==> src/rtl/configurable_division_pkg.sv <==
// Shared mode, state and iteration-count definitions for the sequential divider.
package configurable_division_pkg;

  localparam int unsigned CNT_W = 5;

  localparam logic [1:0] CM_SINGLE8  = 2'b00;
  localparam logic [1:0] CM_DUAL8    = 2'b01;
  localparam logic [1:0] CM_SINGLE16 = 2'b10;
  localparam logic [1:0] CM_RSVD     = 2'b11;

  localparam logic [CNT_W-1:0] ITER_8  = CNT_W'(8);
  localparam logic [CNT_W-1:0] ITER_16 = CNT_W'(16);

  typedef enum logic [1:0] {
    IDLE = 2'd0,
    CALC = 2'd1,
    DONE = 2'd2
  } state_e;

  // Number of restoring iterations an operation in mode cm takes.
  function automatic logic [CNT_W-1:0] iter_count(input logic [1:0] cm);
    return (cm == CM_SINGLE16) ? ITER_16 : ITER_8;
  endfunction

endpackage

==> src/rtl/division_step.sv <==
// One combinational restoring-division iteration on a W-bit lane.
module division_step #(
  parameter int unsigned W = 8
) (
  input  logic [W:0]   rem_i,
  input  logic         bit_i,
  input  logic [W-1:0] divisor_i,
  output logic [W:0]   rem_o,
  output logic         q_o
);

  logic [W+1:0] shifted;
  logic [W+1:0] diff;

  // Shift in the next dividend bit, then trial-subtract; the extra top bit is the sign.
  always_comb begin
    shifted = {rem_i, bit_i};
    diff    = shifted - {2'b00, divisor_i};
    q_o     = ~diff[W+1];
    rem_o   = diff[W+1] ? shifted[W:0] : diff[W:0];
  end

endmodule

==> src/rtl/configurable_division.sv <==
// Sequential restoring divider: single 8-bit, dual 8-bit lanes or single 16-bit.
module configurable_division
  import configurable_division_pkg::*;
#(
  parameter int unsigned W = 16
) (
  input  logic         clk_i,
  input  logic         reset_i,
  input  logic [W-1:0] dividend_i,
  input  logic [W-1:0] divisor_i,
  input  logic         enable_i,
  input  logic [1:0]   cm_i,
  output logic [W-1:0] quotient_o,
  output logic [W-1:0] remainder_o,
  output logic [1:0]   div_by_zero_o,
  output logic         busy_o,
  output logic         data_valid_o
);

  localparam int unsigned LW = W / 2;

  state_e             state_q, state_d;
  logic [CNT_W-1:0]   cnt_q, cnt_d;
  logic [1:0]         cm_q, cm_d;
  logic [W-1:0]       dvd_q, dvd_d;
  logic [W-1:0]       dvs_q, dvs_d;
  logic [LW:0]        rem_l_q, rem_l_d;
  logic [LW:0]        rem_h_q, rem_h_d;
  logic [W:0]         rem_w_q, rem_w_d;
  logic [W-1:0]       quo_q, quo_d;
  logic [W-1:0]       rmd_q, rmd_d;
  logic [1:0]         dbz_q, dbz_d;
  logic               busy_q, busy_d;
  logic               valid_q, valid_d;

  logic [LW:0]        rem_l_nx, rem_h_nx;
  logic [W:0]         rem_w_nx;
  logic               q_l, q_h, q_w;
  logic [W-1:0]       dvd_shift;
  logic [W-1:0]       rmd_final;

  division_step #(.W(LW)) u_step_l (
    .rem_i     (rem_l_q),
    .bit_i     (dvd_q[LW-1]),
    .divisor_i (dvs_q[LW-1:0]),
    .rem_o     (rem_l_nx),
    .q_o       (q_l)
  );

  division_step #(.W(LW)) u_step_h (
    .rem_i     (rem_h_q),
    .bit_i     (dvd_q[W-1]),
    .divisor_i (dvs_q[W-1:LW]),
    .rem_o     (rem_h_nx),
    .q_o       (q_h)
  );

  division_step #(.W(W)) u_step_w (
    .rem_i     (rem_w_q),
    .bit_i     (dvd_q[W-1]),
    .divisor_i (dvs_q),
    .rem_o     (rem_w_nx),
    .q_o       (q_w)
  );

  // Dividend register doubles as the quotient shift register; lanes never exchange bits.
  always_comb begin
    dvd_shift = {dvd_q[W-2:LW], q_h, dvd_q[LW-2:0], q_l};
    rmd_final = {rem_h_nx[LW-1:0], rem_l_nx[LW-1:0]};
    if (cm_q == CM_SINGLE16) begin
      dvd_shift = {dvd_q[W-2:0], q_w};
      rmd_final = rem_w_nx[W-1:0];
    end else if (cm_q == CM_SINGLE8) begin
      rmd_final = {{LW{1'b0}}, rem_l_nx[LW-1:0]};
    end
  end

  always_comb begin
    state_d = state_q;
    cnt_d   = cnt_q;
    cm_d    = cm_q;
    dvd_d   = dvd_q;
    dvs_d   = dvs_q;
    rem_l_d = rem_l_q;
    rem_h_d = rem_h_q;
    rem_w_d = rem_w_q;
    quo_d   = quo_q;
    rmd_d   = rmd_q;
    dbz_d   = dbz_q;

    case (state_q)
      IDLE: begin
        if (enable_i && (cm_i != CM_RSVD)) begin
          state_d = CALC;
          cm_d    = cm_i;
          cnt_d   = iter_count(cm_i);
          dvd_d   = dividend_i;
          dvs_d   = divisor_i;
          if (cm_i == CM_SINGLE8) begin
            dvd_d[W-1:LW] = '0;
            dvs_d[W-1:LW] = '0;
          end
          rem_l_d = '0;
          rem_h_d = '0;
          rem_w_d = '0;
        end
      end
      CALC: begin
        cnt_d = cnt_q - CNT_W'(1);
        dvd_d = dvd_shift;
        if (cm_q == CM_SINGLE16) begin
          rem_w_d = rem_w_nx;
        end else begin
          rem_l_d = rem_l_nx;
          rem_h_d = rem_h_nx;
        end
        if (cnt_q == CNT_W'(1)) begin
          state_d = DONE;
          rmd_d   = rmd_final;
          quo_d   = dvd_shift;
          dbz_d   = {1'b0, (dvs_q[LW-1:0] == '0)};
          if (cm_q == CM_SINGLE16) begin
            dbz_d = {1'b0, (dvs_q == '0)};
          end else if (cm_q == CM_DUAL8) begin
            dbz_d[1] = (dvs_q[W-1:LW] == '0);
          end else begin
            quo_d[W-1:LW] = '0;
          end
        end
      end
      DONE:    state_d = IDLE;
      default: state_d = IDLE;
    endcase

    busy_d  = (state_d != IDLE);
    valid_d = (state_d == DONE);
  end

  always_ff @(posedge clk_i) begin
    if (reset_i) begin
      state_q <= IDLE;
      cnt_q   <= '0;
      cm_q    <= '0;
      dvd_q   <= '0;
      dvs_q   <= '0;
      rem_l_q <= '0;
      rem_h_q <= '0;
      rem_w_q <= '0;
      quo_q   <= '0;
      rmd_q   <= '0;
      dbz_q   <= '0;
      busy_q  <= 1'b0;
      valid_q <= 1'b0;
    end else begin
      state_q <= state_d;
      cnt_q   <= cnt_d;
      cm_q    <= cm_d;
      dvd_q   <= dvd_d;
      dvs_q   <= dvs_d;
      rem_l_q <= rem_l_d;
      rem_h_q <= rem_h_d;
      rem_w_q <= rem_w_d;
      quo_q   <= quo_d;
      rmd_q   <= rmd_d;
      dbz_q   <= dbz_d;
      busy_q  <= busy_d;
      valid_q <= valid_d;
    end
  end

  assign quotient_o    = quo_q;
  assign remainder_o   = rmd_q;
  assign div_by_zero_o = dbz_q;
  assign busy_o        = busy_q;
  assign data_valid_o  = valid_q;

endmodule

==> config.mk <==
export PLATFORM = sky130hd
export DESIGN_NAME = configurable_division
export DESIGN_NICKNAME = d
export VERILOG_FILES = /design/src/rtl/configurable_division_pkg.sv /design/src/rtl/division_step.sv /design/src/rtl/configurable_division.sv
export SDC_FILE = /design/constraint.sdc
export NUM_CORES = 1
export LEC_CHECK = 0
export ABC_CLOCK_PERIOD_IN_PS = 8250
export CORE_UTILIZATION = 30
export CTS_CLUSTER_DIAMETER = 150
export DETAILED_ROUTE_END_ITERATION = 10
export PLACE_DENSITY = 0.52
export SLEW_MARGIN = 20
export SYNTH_ARGS = -nofsm -noshare
export SYNTH_HDL_FRONTEND = slang
export SYNTH_SLANG_ARGS = --single-unit
==> constraint.sdc <==
create_clock -name clk_i -period 8.25 [get_ports clk_i]
set_input_delay 0.825 -clock clk_i [delete_from_list [all_inputs] [get_ports clk_i]]
set_output_delay 0.825 -clock clk_i [all_outputs]
set_load 0.005 [all_outputs]
==> results.txt, run 1 <==
Run status - completed
Met2 usage - 28.91%
Chip height - 147.0 um
Vias per inst - 5.162
Arr. time, crit path - 3.61 ns
CP Capture Type - flip-flop
Global route overflow - 0
Layout-stage area growth over the synthesis result - 20.18%
Core Area - 20430 um^2
Highest clock rate - 294.2 MHz
Max transition margin - 31.59%
# nets final - 908
Yosys warning count - 0
#FFs+latches synth - 112
Netlist cell types - 62
RSZ-0062 raised after global routing - no
Hold Path Depth - 2
Wirelength per Cell - 16.81 um
Pre-CTS WS - 4.830 ns
Endpoints failing setup - 0
Post-synthesis net count - 857
Initial core utilization - 30.87%
Dpl hpwl - 13.48 mm
Busiest grt layer - met2
Power Density - 197.9 nW/um^2
Antenna Nets Post-Route - 0
EDFF count, synth - 0
GRT Resource Usage Total - 17.59%
Vias in the first global route - 5513
Commonest non-fill, non-tap cell in the layout - nand2_1
Drt first pass iters - 5
Post-route DRC - 0
Final worst slack - 4.851 ns
Worst-path maximum fanout - 19
Fillers - 2206
Met3 Resource Use GR - 2.422%
Worst Path Required - 8.46 ns
Final wirelength - 18.64 mm
Layout cell share with drive strength beyond 1 - 7.390%
Worst-Skew Late Latency - 0.37 ns
FP Rows - 52
Initial antenna violation count - 0
RePlAce Congestion - 0.8377
LEAKAGE - 2.786 nW
Total CTS buffers - 9
Diode count - 0
Post-CTS sizing - 0
Clock Skew - 0.01045 ns
Slew Limit Fails - 0
I/O Buffers - 72
Total power - 0.001499 W
Clk pin slew, worst setup/hold paths - 0.09 ns
Final period util - 41.20%
Vias - 5725
Asr flop ratio synth - 0%
Final Hold Vio Count - 0
Clk buf depth - 2
Peak VDD IR - 111.0 uV
Max_cap viols - 0
Synthesized area - 6306 um^2
Primary FF master, synth - dfxtp_1
CTS Hold Bufs - 0
1st-iter DRT viols - 333
HP Class - flip-flop to flip-flop
Hold slack final - 0.4604 ns
Worst slew pin tran - 1.022 ns
Commonest non-fill, non-tap cells in the layout - nand2_1 (117), dfxtp_1 (112), nor2_1 (81), clkdlybuf4s50_1 (71), a21oi_1 (70)
Synthesized instance count - 783
Area of the multi-input gates - 3776 um^2
Seq/Total Area, Yosys - 35.56%
Register area - 2242 um^2
Setup TNS - 0 ns
Minimum clock period after layout - 3.399 ns
Syn Area/Cell - 8.054 um^2
Largest net degree at the start of global routing - 80
Die ar. - 21600 um^2
# IOs - 73
H-Tree Depth - 3
Die W - 147.0 um
R2R cell count - 11
Post-CTS Setup Inserts - 0
Crit start category - flip-flop
Clock sinks - 112
Crit path kind - flip-flop to flip-flop
Met1 Use GR - 24.16%
CTS tree - done
Root Driver - clkbuf_16
First-pass GRT wire length - 29.95 mm
-- kinds of logic after synthesis --
| family | Yosys count | share of synthesized area [%] |
|---|---|---|
| compound gates | 207 | 22.76 |
| fa+ha+maj | 37 | 7.698 |
| mux | 29 | 4.802 |
| flops | 112 | 35.56 |
| buf+inv | 77 | 4.782 |
| xor+xnor | 25 | 3.472 |
| simple gates | 296 | 20.93 |
-- metal layers --
layer | wire (um) | vias to the layer above
li1 | - | 2889
met3 | 628 | 11
met1 | 9120 | 2752
met2 | 8724 | 73
met5 | 0 | -
met4 | 168 | 0
-- synth_stat cells, drive strengths merged (2+ instances only) --
library cell,count,area [um^2]
nand2,117,439.2
dfxtp,112,2242
nor2,83,311.6
a21oi,71,355.3
inv,35,131.4
o21ai,35,182.7
ha,34,425.4
clkbuf,32,120.1
nand3,30,150.1
nor3,23,136.4
mux2i,19,190.2
a311oi,16,157.7
xnor2,15,131.4
buf,10,50.05
mux2,10,112.6
xor2,10,87.58
a22oi,8,60.06
nand2b,8,50.05
a221oi,7,61.31
a2bb2oi,7,61.31
or2,7,43.79
a21o,6,45.04
nor4,6,37.54
o21a,6,45.04
a2111oi,5,56.31
a211oi,5,37.54
a21boi,5,37.54
a31oi,5,31.28
a32o,5,50.05
nor2b,5,31.28
o221ai,5,43.79
o22ai,4,38.79
o31ai,4,30.03
fa,3,60.06
nand3b,3,22.52
nand4,3,18.77
o221a,3,33.78
or3,3,18.77
a31o,2,17.52
and2,2,12.51
and3,2,12.51
o41ai,2,36.29
-- final timing paths --
kind | from | to | slack [ns]
worst max-delay path | dvs_q[1]$_SDFFE_PP0P_ | remainder_o[12]$_SDFFE_PP0P_ | 4.85
worst min-delay path | quotient_o[4]$_SDFFE_PP0P_ | quotient_o[4]$_SDFFE_PP0P_ | 0.46
worst max register to register | dvs_q[1]$_SDFFE_PP0P_ | remainder_o[12]$_SDFFE_PP0P_ | 4.85
worst min register to register | quotient_o[4]$_SDFFE_PP0P_ | quotient_o[4]$_SDFFE_PP0P_ | 0.46
-- power breakdown --
group	internal (W)	switching [W]
clock	0.000216	0.000233
combinational	0.000199	0.000260
sequential	0.000566	0.0000254
-- flip-flops by register name, summed over array words and instances (netlist names) --
signal and flops:
rem_l_q 9, dvd_q 16, rem_w_q 17, state_q 2, remainder_o 16, dvs_q 16, rem_h_q 9, cnt_q 5
quotient_o 16, data_valid_o 1, cm_q 2, div_by_zero_o 2, busy_o 1
-- layout make-up --
type | instances | share of cell area (%)
multi-input combinational | 594 | 49.83
sequential | 112 | 29.59
tap | 270 | 4.458
clock inverter | 7 | 0.9576
timing repair buffer | 82 | 10.47
clock buffer | 9 | 2.972
inverter | 35 | 1.734
-- through the flow --
step	cell area, um^2	utilization (%)	cells
floorplan	6306	-	783
global placement	7281	35.64	1093
detailed placement	7281	35.64	1093
CTS	7579	37.10	1109
global route	7579	37.10	1109
finish	7579	37.10	1109
-- critical path: stages, from the launching register on --
cell      delay (ns)
dfxtp_1         0.35
inv_1           0.12
ha_1            0.30
nor2b_1         0.14
o31a_1          0.33
o41ai_4         0.46
o22ai_4         0.15
a311oi_4        0.30
buf_4           0.33
mux2_2          0.39
a221oi_1        0.28
nor3_1          0.08
Note: power is estimated with default switching activity, not from simulation.
==> run 2: changes to the inputs <==
ABC_CLOCK_PERIOD_IN_PS = 3550   (was 8250)
clock period = 3.55 ns   (was 8.25 ns; I/O delays follow)
==> run 2 against run 1 <==
  * Largest power group unchanged
  * Critical endpoint is now remainder_o[6]$_SDFFE_PP0P_
  * Worst setup slack worse by 4.6 ns
  * Total power is 130% higher
  * Combinational power grew 140%
  * Clock-buffer cell count is the same
  * Clock skew up 0.0010 ns
  * Fmax rose by 3.7%
  * Cell area increased by 1.1%
  * Die area did not move
  * First-iteration DRC count shrank 4.8%
  * Register-to-register slack got worse by 4.6 ns
==> results.txt, run 2 (synthesis gave the netlist of run 1 again) <==
CP Buf/Inv Count - 2 (unchanged)
Layout-stage area growth over the synthesis result - 21.53% (was 20.18%)
Worst Path Required - 3.80 ns (was 8.46 ns)
Initial antenna violation count - 0 (unchanged)
Reg-to-reg slack, setup - 0.27 ns (was 4.85 ns)
Power Density - 458.8 nW/um^2 (was 197.9 nW/um^2)
Hold path start - reset_i (was quotient_o[4]$_SDFFE_PP0P_)
Peak VDD IR - 319.9 uV (was 111.0 uV)
Worst-path maximum fanout - 12 (was 19)
Dpl hpwl - 13.55 mm (was 13.48 mm)
Fillers - 2177 (was 2206)
Root Driver - clkbuf_16 (unchanged)
Critical path's top delay family - compound AO/OA/AOI/OAI gates (unchanged)
H-Tree Depth - 3 (unchanged)
Final Hold Vio Count - 0 (unchanged)
GRT Resource Usage Total - 17.48% (was 17.59%)
Crit path cell chain - inv_1, ha_1, nor2b_1, o31a_1, o41ai_4, o22ai_4, a311oi_4, buf_4, mux2i_1, nand2_1, a32o_1 (was inv_1, ha_1, nor2b_1, o31a_1, o41ai_4, o22ai_4, a311oi_4, buf_4, mux2_2, a221oi_1, nor3_1)
Setup TNS - 0 ns (unchanged)
Crit Reg-Reg Startpoint - dvs_q[1]$_SDFFE_PP0P_ (unchanged)
Clock Skew - 0.01145 ns (was 0.01045 ns)
Crit path largest cell delay - 0.45 ns (was 0.46 ns)
Total CTS buffers - 9 (unchanged)
Commonest non-fill, non-tap cells in the layout - nand2_1 (117), dfxtp_1 (112), nor2_1 (82), clkdlybuf4s50_1 (71), a21oi_1 (70) (was nand2_1 (117), dfxtp_1 (112), nor2_1 (81), clkdlybuf4s50_1 (71), a21oi_1 (70))
CTS Hold Bufs - 0 (unchanged)
Post-CTS sizing - 0 (unchanged)
1st-iter DRT viols - 317 (was 333)
First-pass GRT wire length - 30.01 mm (was 29.95 mm)
Clock sinks - 112 (unchanged)
Die W - 147.0 um (unchanged)
Endpoints failing setup - 0 (unchanged)
Drt first pass iters - 5 (unchanged)
CP Capture Type - flip-flop (unchanged)
Cell Count Post-Placement - 1105 (was 1093)
Worst slew pin tran - 0.9150 ns (was 1.022 ns)
Core Area - 20430 um^2 (unchanged)
Final period util - 92.37% (was 41.20%)
Post-CTS Setup Inserts - 0 (unchanged)
Vias in the first global route - 5677 (was 5513)
Antenna Nets Post-Route - 0 (unchanged)
Final wirelength - 18.36 mm (was 18.64 mm)
Clk buf depth - 2 (unchanged)
# nets final - 920 (was 908)
LEAKAGE - 2.838 nW (was 2.786 nW)
Minimum clock period after layout - 3.279 ns (was 3.399 ns)
HP Class - input port to flip-flop (was flip-flop to flip-flop)
Highest clock rate - 305.0 MHz (was 294.2 MHz)
Chip height - 147.0 um (unchanged)
I/O Buffers - 72 (unchanged)
Crit path launch - dvs_q[1]$_SDFFE_PP0P_ (unchanged)
Crit start category - flip-flop (unchanged)
Global route overflow - 0 (unchanged)
Wirelength per Cell - 16.38 um (was 16.81 um)
Run status - completed (unchanged)
Max transition margin - 39.00% (was 31.59%)
Worst-Skew Late Latency - 0.36 ns (was 0.37 ns)
Commonest non-fill, non-tap cell in the layout - nand2_1 (unchanged)
Slowest cell on the critical path - a311oi_4 (was o41ai_4)
Largest net degree at the start of global routing - 45 (was 80)
Area of the multi-input gates - 3774 um^2 (was 3776 um^2)
Fin cells - 1121 (was 1109)
Clk pin slew, worst setup/hold paths - 0.08 ns (was 0.09 ns)
Die ar. - 21600 um^2 (unchanged)
Vias - 5739 (was 5725)
RSZ-0062 raised after global routing - no (unchanged)
Register area - 2242 um^2 (unchanged)
Initial core utilization - 30.87% (unchanged)
FP Rows - 52 (unchanged)
Slew Limit Fails - 0 (unchanged)
Crit path kind - flip-flop to flip-flop (unchanged)
Diode count - 0 (unchanged)
Max_cap viols - 0 (unchanged)
RePlAce Congestion - 0.8161 (was 0.8377)
# IOs - 73 (unchanged)
CTS tree - done (unchanged)
Vias per inst - 5.120 (was 5.162)
Arr. time, crit path - 3.53 ns (was 3.61 ns)
Largest register FFs - 17 (unchanged)
Post-route DRC - 0 (unchanged)
Largest Register - rem_w_q (unchanged)
Layout cell share with drive strength beyond 1 - 8.578% (was 7.390%)
## run 2: cell count changes in the layout (fill, tap and decap cells not counted), sizes merged
| cell | previous run | this run |
|---|---|---|
| buf | 11 | 23 |
| clkinv | 3 | 1 |
| clkinvlp | 0 | 1 |
| inv | 39 | 40 |
## run 2: final cells by class
cell class | count | share of cell area [%]
clock buffer | 9 | 2.939
clock inverter | 7 | 0.9143
inverter | 35 | 1.714
multi-input combinational | 594 | 49.24
sequential | 112 | 29.26
tap | 270 | 4.408
timing repair buffer | 94 | 11.53
## run 2: final timing paths
| check | endpoint | depth (start not counted) |
|---|---|---|
| worst min register to register | quotient_o[3]$_SDFFE_PP0P_ | 2 |
| worst min-delay path | rem_h_q[0]$_SDFFE_PP0P_ | 2 |
| worst max register to register | remainder_o[6]$_SDFFE_PP0P_ | 11 |
| worst max-delay path | remainder_o[6]$_SDFFE_PP0P_ | 11 |
## run 2: routing by layer
layer  vias up  share of wire, %  global-route usage [%]
met4         0               1.7                   5.928
met2       102                45                   28.15
met3        18               3.9                   2.484
met5         -                 0                       0
met1      2703                49                   23.89
li1       2916                 -                       -
## run 2: power by group
part	switching (W)	total, W	internal (W)
Clock	0.000538	0.00104	0.000502
Combinational	0.000609	0.00110	0.000496
Sequential	0.0000559	0.00137	0.00132
Total	0.00120	0.00352	0.00231
## run 2: stage by stage
step | total power (W) | instance area [um^2] | setup slack (ns) | hold WS (ns) | utilization (%)
final | 0.003516 | 7664 | 0.2709 | 0.3650 | 37.51
after global routing | 0.003716 | 7664 | 0.03672 | 0.3710 | 37.51
after CTS | 0.003550 | 7664 | 0.1925 | 0.3563 | 37.51
after detailed placement | 0.002505 | 7368 | 0.2173 | 0.4448 | 36.07
after global placement | 0.002507 | 7368 | 0.2707 | 0.4449 | 36.07
after floorplan | 0.002174 | 6306 | 0.4405 | 0.4446 | -
